### src/rtl/registro_casas.sv
//==============================================================================
// Module  : registro_casas
// Purpose : Frogger home-slot occupancy register with full-level hold and auto-clear.
// Revision: 1.0 - initial release
//==============================================================================
`default_nettype none

module registro_casas #(
  parameter int DATAWIDTH   = 8,
  parameter int COLWIDTH    = 3,
  parameter int HOLD_CYCLES = 25000000,
  parameter int HOLDWIDTH   = 25
) (
  input  logic                 registro_casas_CLOCK_50,
  input  logic                 registro_casas_RESET_InLow,
  input  logic                 registro_casas_arrive_InHigh,
  input  logic [COLWIDTH-1:0]  registro_casas_column_InBUS,
  input  logic                 registro_casas_clear_InHigh,
  output logic [DATAWIDTH-1:0] registro_casas_data_OutBUS,
  output logic                 registro_casas_newhouse_OutHigh,
  output logic                 registro_casas_collision_OutHigh,
  output logic                 registro_casas_levelup_OutHigh,
  output logic                 registro_casas_busy_OutHigh
);

  localparam logic [0:0]           c_PLAY      = 1'b0;
  localparam logic [0:0]           c_FULL_HOLD = 1'b1;
  localparam logic [HOLDWIDTH-1:0] c_HOLD_LAST = HOLDWIDTH'(HOLD_CYCLES - 1);
  localparam logic [DATAWIDTH-1:0] c_ONE       = DATAWIDTH'(1);
  localparam logic [DATAWIDTH-1:0] c_ALL_ONES  = '1;

  logic [0:0]           r_state;
  logic [0:0]           w_stateNext;
  logic [DATAWIDTH-1:0] r_data;
  logic [DATAWIDTH-1:0] w_dataNext;
  logic [HOLDWIDTH-1:0] r_count;
  logic [HOLDWIDTH-1:0] w_countNext;
  logic                 r_arriveDly;
  logic                 r_newhouse;
  logic                 r_collision;
  logic                 r_levelup;
  logic                 r_busy;
  logic                 w_newhouseNext;
  logic                 w_collisionNext;
  logic                 w_levelupNext;
  logic                 w_busyNext;

  logic                 w_event;
  logic                 w_colValid;
  logic [DATAWIDTH-1:0] w_mask;
  logic                 w_bitSet;
  logic [DATAWIDTH-1:0] w_dataSet;
  logic                 w_holdDone;

  // Delay flop resets high so a frog already in the top row at reset release is not an arrival
  assign w_event    = registro_casas_arrive_InHigh & ~r_arriveDly;
  assign w_colValid = int'({1'b0, registro_casas_column_InBUS}) < DATAWIDTH;
  assign w_mask     = c_ONE << registro_casas_column_InBUS;
  assign w_bitSet   = |(r_data & w_mask);
  assign w_dataSet  = r_data | w_mask;
  assign w_holdDone = (r_count == c_HOLD_LAST);

  always_ff @(posedge registro_casas_CLOCK_50 or negedge registro_casas_RESET_InLow) begin
    if (!registro_casas_RESET_InLow) begin
      r_state <= c_PLAY;
    end else begin
      r_state <= w_stateNext;
    end
  end

  always_comb begin
    w_stateNext = r_state;
    if (registro_casas_clear_InHigh) begin
      w_stateNext = c_PLAY;
    end else begin
      case (r_state)
        c_PLAY: begin
          if (w_event && w_colValid && !w_bitSet && (w_dataSet == c_ALL_ONES)) begin
            w_stateNext = c_FULL_HOLD;
          end
        end
        c_FULL_HOLD: begin
          if (w_holdDone) begin
            w_stateNext = c_PLAY;
          end
        end
        default: w_stateNext = c_PLAY;
      endcase
    end
  end

  always_comb begin
    w_dataNext      = r_data;
    w_countNext     = '0;
    w_newhouseNext  = 1'b0;
    w_collisionNext = 1'b0;
    w_levelupNext   = 1'b0;
    if (registro_casas_clear_InHigh) begin
      w_dataNext = '0;
    end else begin
      case (r_state)
        c_PLAY: begin
          if (w_event && w_colValid) begin
            if (w_bitSet) begin
              w_collisionNext = 1'b1;
            end else begin
              w_dataNext     = w_dataSet;
              w_newhouseNext = 1'b1;
            end
          end
        end
        c_FULL_HOLD: begin
          if (w_holdDone) begin
            w_dataNext    = '0;
            w_levelupNext = 1'b1;
          end else begin
            w_countNext = r_count + 1'b1;
          end
        end
        default: w_dataNext = '0;
      endcase
    end
    w_busyNext = (w_stateNext == c_FULL_HOLD);
  end

  always_ff @(posedge registro_casas_CLOCK_50 or negedge registro_casas_RESET_InLow) begin
    if (!registro_casas_RESET_InLow) begin
      r_data      <= '0;
      r_count     <= '0;
      r_arriveDly <= 1'b1;
      r_newhouse  <= 1'b0;
      r_collision <= 1'b0;
      r_levelup   <= 1'b0;
      r_busy      <= 1'b0;
    end else begin
      r_data      <= w_dataNext;
      r_count     <= w_countNext;
      r_arriveDly <= registro_casas_arrive_InHigh;
      r_newhouse  <= w_newhouseNext;
      r_collision <= w_collisionNext;
      r_levelup   <= w_levelupNext;
      r_busy      <= w_busyNext;
    end
  end

  assign registro_casas_data_OutBUS       = r_data;
  assign registro_casas_newhouse_OutHigh  = r_newhouse;
  assign registro_casas_collision_OutHigh = r_collision;
  assign registro_casas_levelup_OutHigh   = r_levelup;
  assign registro_casas_busy_OutHigh      = r_busy;

endmodule

`default_nettype wire

### config.mk
export PLATFORM = sky130hd
export DESIGN_NAME = registro_casas
export DESIGN_NICKNAME = d
export VERILOG_FILES = /design/src/rtl/registro_casas.sv
export SDC_FILE = /design/constraint.sdc
export NUM_CORES = 1
export LEC_CHECK = 0
export CAP_MARGIN = 20
export CORE_MARGIN = 2
export CORE_UTILIZATION = 45
export DETAILED_ROUTE_END_ITERATION = 7
export HOLD_SLACK_MARGIN = 0.12
export PLACE_DENSITY_LB_ADDON = 0.1
export RECOVER_POWER = 50
export SLEW_MARGIN = 40
export SYNTH_ARGS = -nofsm -noshare
export SYNTH_HDL_FRONTEND = slang
export SYNTH_SLANG_ARGS = --single-unit
### constraint.sdc
create_clock -name registro_casas_CLOCK_50 -period 2.7 [get_ports registro_casas_CLOCK_50]
set_clock_uncertainty 0.1 [all_clocks]
set_input_delay 0.405 -clock registro_casas_CLOCK_50 [delete_from_list [all_inputs] [get_ports registro_casas_CLOCK_50]]
set_output_delay 0.405 -clock registro_casas_CLOCK_50 [all_outputs]
set_load 0.03 [all_outputs]
==> results_dict.tcl, run 1 <==
set metrics [dict create \
    status "completed" \
    synth_area_mm2 0.00201 \
    avgSynthCellArea_um2 9.67 \
    fillerInstances 390 \
    htree_num_levels 2 \
    drive_gt1_frac 0.117 \
    r2r-start "r_count[0]$_DFF_PN0_" \
    clk_latency_ns 0.29 \
    cp_slowest_cell "clkdlybuf4s50_1" \
    end_kind "flip-flop" \
    mostFrequentLayoutCells "37 x dfrtp_1, 17 x nor2_1, 16 x a21oi_1" \
    synth_xor_area_frac 0.0436 \
    die_x_um 70.8 \
    drv_cap 0 \
    clockBufferDepth 2 \
    area_delta_synth_final_pct 18.5 \
    post_cts_buffers 0 \
    fin_crit_sh 0.803 \
    critPathTopFamily "simple AND/OR/NAND/NOR gates" \
    power_density_mw_per_mm2 512 \
    fin_crit_ns 2.17 \
    cp_num_buf_inv 1 \
    layout_commonest_cell "dfrtp_1" \
    worst-setup-path-type "in2reg" \
    ys_seq_area_frac 0.474 \
    hold_viol_final 0 \
    antenna_found_initial 0 \
    numCtsBuffers 5 \
    synthFlopType "dfrtp_1" \
    multi_input_area_um2 992 \
    synth_area_leaders "dfrtp_1 46%, a21oi_1 4.0%, nor2_1 3.2%" \
    gp_congestion 0.824 \
    relSlewSlack 0.382 \
    async_flop_share 1.00 \
    grt_pass1_wl_um 7490 \
    drt_iter0_drc 71 \
    cts_resized 0 \
    ys_warn_count 0 \
    routed_via_density 5.98 \
    peakVddDrop_uv 381 \
    rows 24 \
    ant_nets 0 \
    diodes 0 \
    postSynthRegisterBits 38 \
    first_global_vias 1624 \
    fin_setup_tns_ns 0 \
    seqCellArea_um2 952 \
    stdcell_count 282 \
    cts.sinks 38 \
    synth_cell_types 49 \
    port_buffers 18 \
    cp_max_fo 14 \
    die_h_um 70.8 \
    grt_max_degree 39 \
    synth_edf_count 0 \
    hold_path_class "reg2reg" \
    grt_use_total 0.188 \
    pin_count 19 \
    synth-adder-area-share 0.00622 \
    r2r-end "r_count[22]$_DFF_PN0_" \
    leakage_nw 0.888 \
    synth_mux_area_frac 0.0274 \
    drc 0 \
    startpoint_type "primary input" \
    placed_cells 273 \
    vias 1686 \
    worst_pin_slew_ns 0.927 \
    synthCells 208 \
    slew_violations 0 \
    drt-total-wl_um 4300 \
    min_path_cells 1 \
    hold_end "r_count[0]$_DFF_PN0_" \
    fmax_mhz 461 \
    synth_compound_area_frac 0.126 \
    cp.required_ns 2.80 \
    min_from "r_count[0]$_DFF_PN0_" \
    rsz0062_at_grt "false" \
    cts_tree "yes" \
    die_area_mm2 0.00502 \
    synth_top_family_by_area "simple AND/OR/NAND/NOR gates" \
    crit_arrival_ns 2.27 \
    drtPass1Iterations 4 \
    crit_chain "clkdlybuf4s50_1, nor4bb_1, a211oi_1, or4_1, o31ai_1" \
    start_util 0.465 \
    dp_hpwl_um 3060 \
    core_area_mm2 0.00432 \
    max_stage_delay_ns 0.73 \
    finalSetupViolations 0 \
    gr-total-overflow 0 \
    yosys.area_share.simple 0.290 \
    reg2reg_slack_ns 0.54 \
    synth_area_leader_cell "dfrtp_1" \
    reg2reg_depth 5 \
    wl_per_cell_um 15.2 \
    fin_nets 237 \
    syn_nets 216 \
    root_buffer "clkbuf_8" \
    path_clk_slew_ns 0.08 \
    synth_top_cell_area_share 0.460 \
]
[layer usage]
| metal | GRT usage | vias up | share of wire |
|---|---|---|---|
| li1 | - | 819 | - |
| met1 | 0.267 | 829 | 0.49 |
| met2 | 0.280 | 32 | 0.46 |
| met3 | 0.0484 | 6 | 0.037 |
| met4 | 0.0650 | 0 | 0.013 |
| met5 | 0 | - | 0 |
[stage by stage]
| stage | area, um^2 | total power, mW | utilization | hold WS [ns] | setup slack, ns |
|---|---|---|---|---|---|
| global route | 2380 | 1.26 | 0.551 | 0.419 | 0.338 |
| detailed placement | 2230 | 0.640 | 0.516 | 0.376 | 0.240 |
| floorplan | 2010 | 0.610 | - | 0.00941 | 0.798 |
| global placement | 2230 | 0.638 | 0.516 | 0.373 | 0.298 |
| CTS | 2380 | 1.24 | 0.549 | 0.136 | 0.517 |
| finish | 2380 | 1.22 | 0.551 | 0.380 | 0.532 |
[cell usage after synthesis, drive strengths merged, types with 3 or more instances]
cell and instances:
xor2 4, and4 5, and2 4, inv 7, a21oi 17, clkbuf 4, or3 8, nor3 9
nand2 11, nor2 17, or4 8, nor4 3, nand3 8, o21ai 11, mux2 4, nand4 9
buf 4, xnor2 6, nand2b 3, o31ai 5, dfrtp 37
[timing repair]
item,CTS,global route
hold endpoints to repair,0,37
endpoints found under the setup margin,0,0
hold buffers,0,1
[how the worst max path moves through the flow]
stage,to,start,depth (start not counted)
floorplan,r_count[19]$_DFF_PN0_,r_count[2]$_DFF_PN0_,4
finish,registro_casas_busy_OutHigh$_DFF_PN0_,registro_casas_column_InBUS[2],5
detailed placement,registro_casas_busy_OutHigh$_DFF_PN0_,registro_casas_column_InBUS[2],5
global placement,registro_casas_busy_OutHigh$_DFF_PN0_,registro_casas_column_InBUS[2],5
global route,r_count[22]$_DFF_PN0_,r_count[0]$_DFF_PN0_,5
CTS,r_count[22]$_DFF_PN0_,r_count[0]$_DFF_PN0_,5
[cells by family after synthesis]
logic type | Yosys count
DFF | 38
adders and majority gates | 1
muxes | 5
and+or+nand+nor | 97
xor gates and xnor gates | 10
AOI/OAI and AO/OA | 42
buffers and inverters | 15
[area by class of cell]
| cell class | instances | area share |
|---|---|---|
| repair buffers | 22 | 0.0856 |
| flip-flops and latches | 38 | 0.400 |
| multi-input cells | 155 | 0.416 |
| clock buffers | 6 | 0.0347 |
| inverters | 7 | 0.0110 |
| clock inverters | 2 | 0.0252 |
| well taps | 52 | 0.0273 |
[worst reg2reg max path, cell delays in order, from the launching register on]
cell     delay [ns]
dfrtp_1        0.38
ha_1           0.24
and4_2         0.29
nand4_1        0.39
or4_1          0.54
a21oi_1        0.15
[flip-flops by register name, summed over array words and instances (netlist names)]
signal	count
r_arriveDly	1
r_count	25
registro_casas_busy_OutHigh	1
registro_casas_collision_OutHigh	1
registro_casas_data_OutBUS	8
registro_casas_levelup_OutHigh	1
registro_casas_newhouse_OutHigh	1
[report_power, final]
group	internal (mW)	total [mW]	switching, mW
Sequential	0.573	0.575	0.00296
Combinational	0.0190	0.0529	0.0338
Clock	0.394	0.592	0.198
No activity file was read; power rests on OpenSTA's default activity.
==> run 2: changes to the inputs <==
Clock period 2.7 ns to 2 ns, I/O delays scaled along.
==> run 2 against run 1 <==
  * Setup slack got worse by 0.45 ns
  * Clock power decreased by 9.8%
  * Non-clock buffer count rose by 28
==> results_dict.tcl, run 2 (same netlist as run 1, synthesis figures left out) <==
set metrics [dict create \
    worst-setup-path-type "reg2reg" \
    status "completed" \
    ant_nets 0 \
    rows 24 \
    power_density_mw_per_mm2 547 \
    clk_latency_ns 0.28 \
    layout_commonest_cell "dfrtp_1" \
    finalInstanceArea_mm2 0.00256 \
    reg2reg_depth 4 \
    fin_crit_ns 1.92 \
    holdWs_ns 0.394 \
    crit_arrival_ns 2.03 \
    leakage_nw 1.01 \
    dpl_cell_area_mm2 0.00242 \
    drt-total-wl_um 4810 \
    numCtsBuffers 5 \
    cp.required_ns 2.11 \
    grt_use_total 0.210 \
    end_kind "flip-flop" \
    root_buffer "clkbuf_8" \
    slew_violations 0 \
    drive_gt1_frac 0.229 \
    port_buffers 18 \
    drt_iter0_drc 108 \
    startpoint_type "flip-flop" \
    min_path_cells 1 \
    clockBufferDepth 2 \
    first_global_vias 1855 \
    gp_congestion 0.889 \
    diodes 0 \
    path_clk_slew_ns 0.07 \
    routed_via_density 5.80 \
    antenna_found_initial 0 \
    gr-total-overflow 0 \
    htree_num_levels 2 \
    vias 1799 \
    rsz0062_at_grt "false" \
    worst_pin_slew_ns 0.924 \
    cts.sinks 38 \
    hold_viol_final 0 \
    wl_per_cell_um 15.5 \
    pin_count 19 \
    drv_cap 0 \
    start_util 0.465 \
    die_x_um 70.8 \
    cts_tree "yes" \
    die_h_um 70.8 \
    relSlewSlack 0.384 \
    die_area_mm2 0.00502 \
    hold_path_class "reg2reg" \
    fmax_mhz 522 \
    cp_max_fo 6 \
    grt_pass1_wl_um 8360 \
    fin_crit_sh 0.958 \
    drtPass1Iterations 4 \
    mostFrequentLayoutCells "34 x dfrtp_1, 29 x buf_4, 17 x nor2_1" \
    grt_max_degree 39 \
    fin_util 0.593 \
    largest_register_ffs 25 \
    regMostFlops "r_count" \
    dp_hpwl_um 3540 \
    core_area_mm2 0.00432 \
    drc 0 \
    finalSetupViolations 0 \
    fillerInstances 389 \
    peakVddDrop_uv 318 \
    fin_nets 265 \
    area_delta_synth_final_pct 27.5 \
]
-- run 2: path summary, 6_finish.rpt --
check | slack, ns | endpoint | start
setup / recovery | 0.08 | r_count[23]$_DFF_PN0_ | r_count[2]$_DFF_PN0_
hold / removal | 0.39 | r_count[0]$_DFF_PN0_ | r_count[0]$_DFF_PN0_
setup reg to reg | 0.08 | r_count[23]$_DFF_PN0_ | r_count[2]$_DFF_PN0_
hold reg to reg | 0.39 | r_count[0]$_DFF_PN0_ | r_count[0]$_DFF_PN0_
max in group asynchronous | 0.50 | r_count[3]$_DFF_PN0_ | registro_casas_RESET_InLow
min in group asynchronous | 0.67 | r_count[17]$_DFF_PN0_ | registro_casas_RESET_InLow
-- run 2: power breakdown --
part / internal (mW) / total (mW) / switching [mW] / leakage [nW]
sequential: 0.773 / 0.777 / 0.00395 / 0.522
clock: 0.278 / 0.534 / 0.256 / 0.0482
combinational: 0.0407 / 0.0921 / 0.0513 / 0.440
-- run 2: per-layer routing --
layer | share of wire | track usage
met2 | 0.48 | 0.357
met3 | 0.047 | 0.0456
met5 | 0 | 0
met1 | 0.46 | 0.273
met4 | 0.0065 | 0.0524
-- run 2: layout make-up --
cell class / count / area (um^2) / share of cell area
multi-input cells: 155 / 998 / 0.389
flip-flops and latches: 38 / 956 / 0.373
repair buffers: 50 / 427 / 0.166
clock buffers: 7 / 86.3 / 0.0337
well taps: 52 / 65.1 / 0.0254
inverters: 7 / 26.3 / 0.0102
clock inverters: 1 / 5.00 / 0.00195
-- run 2: per-stage QoR --
step                      cells  power (mW)  setup TNS, ns  worst slack [ns]
final                       310        1.40              0            0.0845
after floorplan             208       0.823              0            0.0982
after CTS                   308        1.42              0            0.0158
after global routing        310        1.47              0           0.00272
after global placement      296       0.883         -0.654            -0.144
after detailed placement    296       0.884         -0.991            -0.267
-- run 2: what timing repair did --
action / 4_1_cts / 5_1_grt
buffers inserted: 3 / 2
pin swaps: 1 / 4
setup endpoints to repair: 1 / 3
gates resized for setup: 0 / 7
cloned: 0 / 0
endpoints found under the hold margin: 37 / 0
hold buffers: 1 / 0
-- run 2: critical path, stage by stage (launching register included) --
cell	delay [ns]
dfrtp_1	0.40
nand3_2	0.12
or4_4	0.59
or3_2	0.46
a21oi_1	0.16
==> run 3: changes to the inputs <==
Settings changed: SLEW_MARGIN 40 to 20.
==> results of run 3 <==
The final DEF is identical to that of run 2; final timing and power are the same.
